`src/rtl/matrix_packer_writer.sv`:
```
// matrix_packer_writer: packs LANES elements of ELEM_W bits into each block-RAM word and writes them sequentially.
// Optional running checksum output enabled by defining PACKER_CHECKSUM_EN.
module matrix_packer_writer #(
   parameter int ELEM_W = 16,
   parameter int LANES  = 3,
   parameter int ADDR_W = 2
) (
   input  logic                      clk,
   input  logic                      reset_n,
   input  logic                      start,
   input  logic                      s_valid,
   output logic                      s_ready,
   input  logic [ELEM_W-1:0]         s_data,
   input  logic                      s_last,
   output logic                      mem_ena,
   output logic                      mem_wea,
   output logic [ADDR_W-1:0]         mem_addra,
   output logic [ELEM_W*LANES-1:0]   mem_dina,
   output logic                      busy,
   output logic                      done,
   output logic                      overflow
`ifdef PACKER_CHECKSUM_EN
   ,
   output logic [31:0]               checksum
`endif
);
   localparam int W  = ELEM_W * LANES;
   localparam int LW = (LANES > 1) ? $clog2(LANES) : 1;
   typedef enum logic [1:0] {IDLE, FILL, WRITE, DONE} state_t;
   state_t            state_q, state_d;
   logic [ADDR_W-1:0] addr_q, addr_d;
   logic [LW-1:0]     lane_q, lane_d;
   logic [W-1:0]      pack_q, pack_d;
   logic              last_q, last_d;
   logic              ovf_q, ovf_d;
   always_ff @(posedge clk or negedge reset_n) begin
      if (!reset_n) begin
         state_q <= IDLE;
         addr_q  <= '0;
         lane_q  <= '0;
         pack_q  <= '0;
         last_q  <= 1'b0;
         ovf_q   <= 1'b0;
      end else begin
         state_q <= state_d;
         addr_q  <= addr_d;
         lane_q  <= lane_d;
         pack_q  <= pack_d;
         last_q  <= last_d;
         ovf_q   <= ovf_d;
      end
   end
   always_comb begin
      state_d  = state_q;
      addr_d   = addr_q;
      lane_d   = lane_q;
      pack_d   = pack_q;
      last_d   = last_q;
      ovf_d    = ovf_q;
      s_ready  = 1'b0;
      mem_ena  = 1'b0;
      mem_wea  = 1'b0;
      mem_dina = '0;
      done     = 1'b0;
      case (state_q)
         IDLE: if (start) begin
            state_d = FILL;
            addr_d  = '0;
            lane_d  = '0;
            pack_d  = '0;
            last_d  = 1'b0;
            ovf_d   = 1'b0;
         end
         FILL: begin
            s_ready = 1'b1;
            if (s_valid) begin
               // lane 0 lands in the most significant slice
               pack_d[ELEM_W*(LANES-1-int'(lane_q)) +: ELEM_W] = s_data;
               lane_d = lane_q + 1'b1;
               last_d = s_last;
               state_d = (s_last || lane_q == LW'(LANES-1)) ? WRITE : FILL;
            end
         end
         WRITE: begin
            mem_ena  = 1'b1;
            mem_wea  = 1'b1;
            mem_dina = pack_q;
            pack_d   = '0;
            lane_d   = '0;
            addr_d   = addr_q + 1'b1;
            ovf_d    = ovf_q | (!last_q && &addr_q);
            state_d  = (last_q || &addr_q) ? DONE : FILL;
         end
         DONE: begin
            done    = 1'b1;
            state_d = IDLE;
         end
         default: state_d = IDLE;
      endcase
   end
   assign mem_addra = addr_q;
   assign busy      = state_q != IDLE;
   assign overflow  = ovf_q;
`ifdef PACKER_CHECKSUM_EN
   logic [31:0] csum_q, csum_d;
   always_comb begin
      csum_d = (state_q == IDLE && start) ? 32'd0 :
               (state_q == FILL && s_valid) ? csum_q + 32'(s_data) : csum_q;
   end
   always_ff @(posedge clk or negedge reset_n) begin
      if (!reset_n) csum_q <= '0;
      else          csum_q <= csum_d;
   end
   assign checksum = csum_q;
`endif
endmodule

```
`config.mk`:
```
export PLATFORM = sky130hd
export DESIGN_NAME = matrix_packer_writer
export DESIGN_NICKNAME = d
export VERILOG_FILES = /design/src/rtl/matrix_packer_writer.sv
export SDC_FILE = /design/constraint.sdc
export NUM_CORES = 1
export LEC_CHECK = 0
export CORE_ASPECT_RATIO = 1.2
export CORE_MARGIN = 10
export CORE_UTILIZATION = 44
export CTS_CLUSTER_DIAMETER = 120
export CTS_CLUSTER_SIZE = 16
export DETAILED_ROUTE_END_ITERATION = 8
export GPL_TIMING_DRIVEN = 0
export PLACE_DENSITY_LB_ADDON = 0.25
export SETUP_SLACK_MARGIN = 0.3
export SLEW_MARGIN = 20
export SYNTH_ARGS = -nofsm -noshare
export SYNTH_HDL_FRONTEND = slang
export SYNTH_SLANG_ARGS = --single-unit
```
`constraint.sdc`:
```
create_clock -name clk -period 1.64 [get_ports clk]
set_input_delay 0.328 -clock clk [delete_from_list [all_inputs] [get_ports clk]]
set_output_delay 0.328 -clock clk [all_outputs]
set_load 0.005 [all_outputs]
```
# After elaboration in Yosys (flattened, before gate mapping)
# Index checks and enable logic that the tools add are counted.
# classes
order_cmp,0
n_shift,2
mul,0
n_div,0
reduce_logical,14
bitwise_logic,1
addsub,4
mux,21
n_eq_ne,6
# ops
operator,count
two-way mux 48 bit,3
case mux 48 bit (3 select lines),1
bitwise mux 48 bit,1
"variable shift 16 x 33 -> 48 bit, first input constant",1
variable part select 16 x 33 -> 48 bit,1
negation 7 -> 33 bit,1
two-way mux 2 bit,6
case mux 2 bit (4 select lines),1
"equality test 2 bit, second input constant",3
case mux 2 bit (3 select lines),1
AND reduction 2 bit,3
AND reduction 3 bit,2
nonzero test 2 bit,3
two-way mux 1 bit,5
"adder 2 x 1 -> 2 bit, second input constant",2
"inequality test 2 bit, second input constant",2
case mux 1 bit (2 select lines),2
case mux 2 bit (2 select lines),1
nonzero test 3 bit,1
"subtractor 2 x 2 -> 3 bit, first input constant",1
"equality test 2 x 1 -> 1 bit, second input constant",1
logical NOT 2 bit,1
logical OR 1 bit,2
logical AND 1 bit,1
other kinds (2),2
# word_totals
wordCells,54
latch_bits,0
rom_bits,0
in_bits,21
mem_count,0
register_bits,56
mem_bits_rw,0
output_inout_bits,56

# Depth between registers and ports, before layout
# logic_depth
ltp_word,6
ltp_mapped,7
mapped_depth_nobuf,5

# Least setup slack after synthesis
# OpenSTA, ideal clock, no wires.
# synth_timing
path_type,register to register
startpoint,register lane_q[0]
endpoint,register pack_q[22]
slack_ps,-184
period_less_slack_ps,1824
stages_incl_launch_ff,8
path_buffers,2
arrival_time_ps,1692
cell_sequence,dfrtp_1 -> inv_1 -> ha_1 -> buf_2 -> and3_1 -> nand3_1 -> clkbuf_1 -> o2bb2ai_1
# synth_between
elab_chain_cells,6
elab_cells_between_ends,7
cone_classes,add/sub: 2; shift: 2; mux: 3
# synth_lines
element,line_no,source
"start, declared",32,"logic [LW-1:0] lane_q, lane_d;"
"start signal, assigned",47,lane_q <= lane_d;
subtractor 2 x 2 -> 3 bit (*),78,pack_d[ELEM_W*(LANES-1-int'(lane_q)) +: ELEM_W] = s_data;
negation 7 -> 33 bit (*),78,
variable part select 16 x 33 -> 48 bit or variable shift 16 x 33 -> 48 bit (tied branches),78,
bitwise mux 48 bit (*),78,
two-way mux 48 bit (*),76,if (s_valid) begin
case mux 48 bit (3 select lines) (*),65,case (state_q)
"end signal, assigned",48,pack_q <= pack_d;
"end, declared",33,"logic [W-1:0] pack_q, pack_d;"
# Every way passes the cells marked *; elsewhere a longest branch is shown, timed or not. The select of a mux whose other input is x is not followed.
# A chain may end at the register's enable or synchronous reset.

# Worst setup path in the final report
# layout_timing
startpoint,register state_q[1]
endpoint,output port mem_dina[44]
# layout_between
elab_chain_cells,2
# layout_lines
element,line_no,source
"start, declared",30,"state_t state_q, state_d;"
"start signal, assigned",45,state_q <= state_d;
equality test 2 bit,65,
two-way mux 48 bit,65,
"end, declared",18,"output logic [ELEM_W*LANES-1:0] mem_dina,"
# Every way passes these cells.

==> metrics.yaml <==
cells_and_area:
  fill_cells: 335
  finish.utilization: 0.835
  nNetsFinal: 465
  area_growth_pct: 83.9
  drive_gt1_frac: 0.617
  multi_input_area_um2: 1960
  seq_area_um2: 1410
  n_antenna_cell: 0
hold_path:
  hold_class: "input port to asynchronous set/reset pin"
pwr:
  p_leak_nw: 2.33
  powerDensity_nw_per_um2: 1370
  ir_drop_mv: 1.05
die:
  start_util: 0.454
  core_um2: 6490
  row_count: 32
  die-height_um: 110
  die-width_um: 94.7
  die_area_um2: 10400
  io_pins: 77
yosys:
  yosysTopAreaCell: "dfrtp_1"
  yosys.area_share.simple: 0.180
  synth_mux_area_frac: 0.0578
  synth_cell_types: 34
  synth_top_area_frac: 0.476
  yosys.area_share.adder: 0.0255
  synth-xor-area-share: 0.00297
  synth_area_per_cell_um2: 9.85
  syn_inst: 299
  syn-cell-area_um2: 2940
  synth_compound_area_frac: 0.181
  synth_top_family_by_area: "compound AO/OA/AOI/OAI gates"
  yosysSeqAreaShare: 0.476
  synth.area.top_cells: "dfrtp_1 48%, o2bb2ai_1 9.5%, and2_1 7.0%, o21ai_0 6.3%, mux2i_1 5.8%"
  ys_ff_latch: 56
  yosysWarnings: 0
  syn-num-nets: 326
sta:
  fmax_mhz: 504
  finalSetupViolations: 101
  worst_pin_slew_ns: 0.721
  period_share: 1.21
  fin_ws_ns: -0.344
  rsz0062_at_grt: "true"
  finalSetupTns_ns: -19.49
  max_slew_margin: 0.520
  holdWs_ns: 0.0432
  maxSlewViolCount: 0
  fin_crit_ns: 1.98
  hold_viol_final: 0
  fin_skew_ns: 0.0117
setup_path:
  r2r_slack_ns: -0.19
  slowest_stage: "dfrtp_1"
  critPathArrivalTime_ns: 1.66
  cp_slowest_stage_delay_ns: 0.40
  critPathKind: "flip-flop to primary output"
  r2r-end: "pack_q[3]$_DFFE_PN0P_"
  start_kind: "flip-flop"
  rr_worst_depth: 8
  cp-end-kind: "primary output"
  crit_required_ns: 1.31
  path_max_fanout: 7
  timing.rr.start: "state_q[1]$_DFFE_PN0P_"
  crit_chain: "buf_6, nor2b_4, clkbuf_16, bufbuf_16, and2_4, buf_2"
global_route:
  grt_max_degree: 57
  grt_first_pass_wirelength_mm: 17.3
  grt_usage: 0.215
  grt_pass1_vias: 3109
  antenna_found_initial: 0
  gr-total-overflow: 0
clock_network:
  clock_sinks: 56
  clk_latency_ns: 0.33
  cts_buffer_depth: 2
  cts_buffers: 5
  htree_levels: 2
  cts_tree: "yes"
  clkSlewWorstSetupHoldPaths_ns: 0.12
  cts_root_buffer: "clkbuf_8"
placed_design:
  routabilityCongestion: 0.842
  hpwl_mm: 6.41
  port_buffers: 75
detailed_routing:
  routed_wl_mm: 12.4
  wl_per_cell_um: 23.6
  ant_nets: 0
  drc: 0
  drtIter0Drc: 177
  first_pass_iters: 4
  via_per_inst: 5.76
  vias: 3020
status:
  violations: "setup timing"
  status: "finished, violations left"
flow_run:
  maxCapViolations: 0
==> where the power goes <==
| group | switching [mW] | internal (mW) |
|---|---|---|
| Clock | 0.516 | 0.305 |
| Combinational | 2.28 | 2.41 |
| Sequential | 0.284 | 1.65 |
| Total | 3.08 | 4.36 |
==> layer usage <==
metal  global-route usage  routed length [µm]  vias to the layer above  part of all wire
met5                    0                   0                        -                 0
met3               0.0471                 866                       43             0.070
met1                0.254                4800                     1515              0.39
li1                     -                   -                     1324                 -
met4                0.108                 567                        0             0.046
met2                0.360                6120                      138              0.50
==> cells in the mapped netlist, drive strengths merged <==
cell type / n
o211ai: 1
a21o: 1
and2: 33
and3b: 2
a21oi: 3
xnor2: 1
or2: 1
nand2: 3
dfrtp: 56
a31o: 1
o21ba: 1
and3: 1
o21ai: 39
nand4: 17
mux2i: 17
ha: 6
nand3: 3
nor2: 23
inv: 20
buf: 14
nand2b: 2
and4bb: 1
nor2b: 3
o2bb2ai: 32
a32oi: 1
and4b: 2
clkbuf: 15
==> placed cells by master, fill, tap and decap left out, drive strengths merged, types with 6 or more instances in the layout <==
cell,count
clkbuf,23
o21ai,39
mux2i,17
ha,6
clkdlybuf4s50,19
nor2,23
buf,120
nand4,17
inv,21
dfrtp,56
and2,33
o2bb2ai,32
==> kinds of logic (layout without fill, tap and decap cells) <==
kind of cell / Yosys count / after routing
AOI/OAI and AO/OA: 79 / 79
xor gates and xnor gates: 1 / 1
adders and majority gates: 6 / 6
buffers and inverters: 49 / 189
DFF: 56 / 56
muxes: 17 / 17
and+or+nand+nor: 91 / 91
==> registers in the layout, summed over array words and instances, names as in the netlist <==
signal	count
state_q	2
pack_q	48
mem_addra	2
overflow	1
last_q	1
lane_q	2
==> worst max path at each step <==
stage	from	to	slack, ns
final	state_q[1]$_DFFE_PN0P_	mem_dina[44]	-0.34
after detailed placement	state_q[1]$_DFFE_PN0P_	mem_dina[34]	-0.44
after global routing	state_q[1]$_DFFE_PN0P_	mem_dina[44]	-0.37
after CTS	state_q[1]$_DFFE_PN0P_	mem_dina[45]	-0.32
after global placement	reset_n	lane_q[1]$_DFFE_PN0P_	-1.63
after floorplan	lane_q[0]$_DFFE_PN0P_	pack_q[32]$_DFFE_PN0P_	0.08
==> per-stage QoR <==
step	power, mW	cell area [µm²]	instances	setup WS (ns)
after floorplan	3.64	3300	299	0.0821
after global placement	4.28	4160	459	-1.63
after detailed placement	4.35	4150	459	-0.439
after CTS	6.51	5100	512	-0.316
after global routing	7.70	5420	524	-0.375
final	7.45	5420	524	-0.344
==> layout make-up <==
cell class,instances,share of cell area
inverters,20,0.0162
clock buffers,5,0.0127
plain buffers,29,0.0767
well taps,85,0.0196
flip-flops and latches,56,0.259
clock inverters,3,0.00393
repair buffers,132,0.249
multi-input cells,194,0.362
==> worst max-delay path: cells and delay by family, from the launching register on <==
family	cells	cell delay [ns]
AND/OR/NAND/NOR	2	0.25
flip-flops	1	0.40
buffers and inverters	4	0.69
==> timing repair <==
| item | 4_1_cts | 5_1_grt |
|---|---|---|
| hold buffers | 0 | 0 |
| resized for setup | 388 | 43 |
| gates cloned | 8 | 3 |
| endpoints found under the setup margin | 107 | 108 |
| buffers inserted | 37 | 9 |
| pin swaps | 26 | 5 |
(Power assumes the default switching activity.)
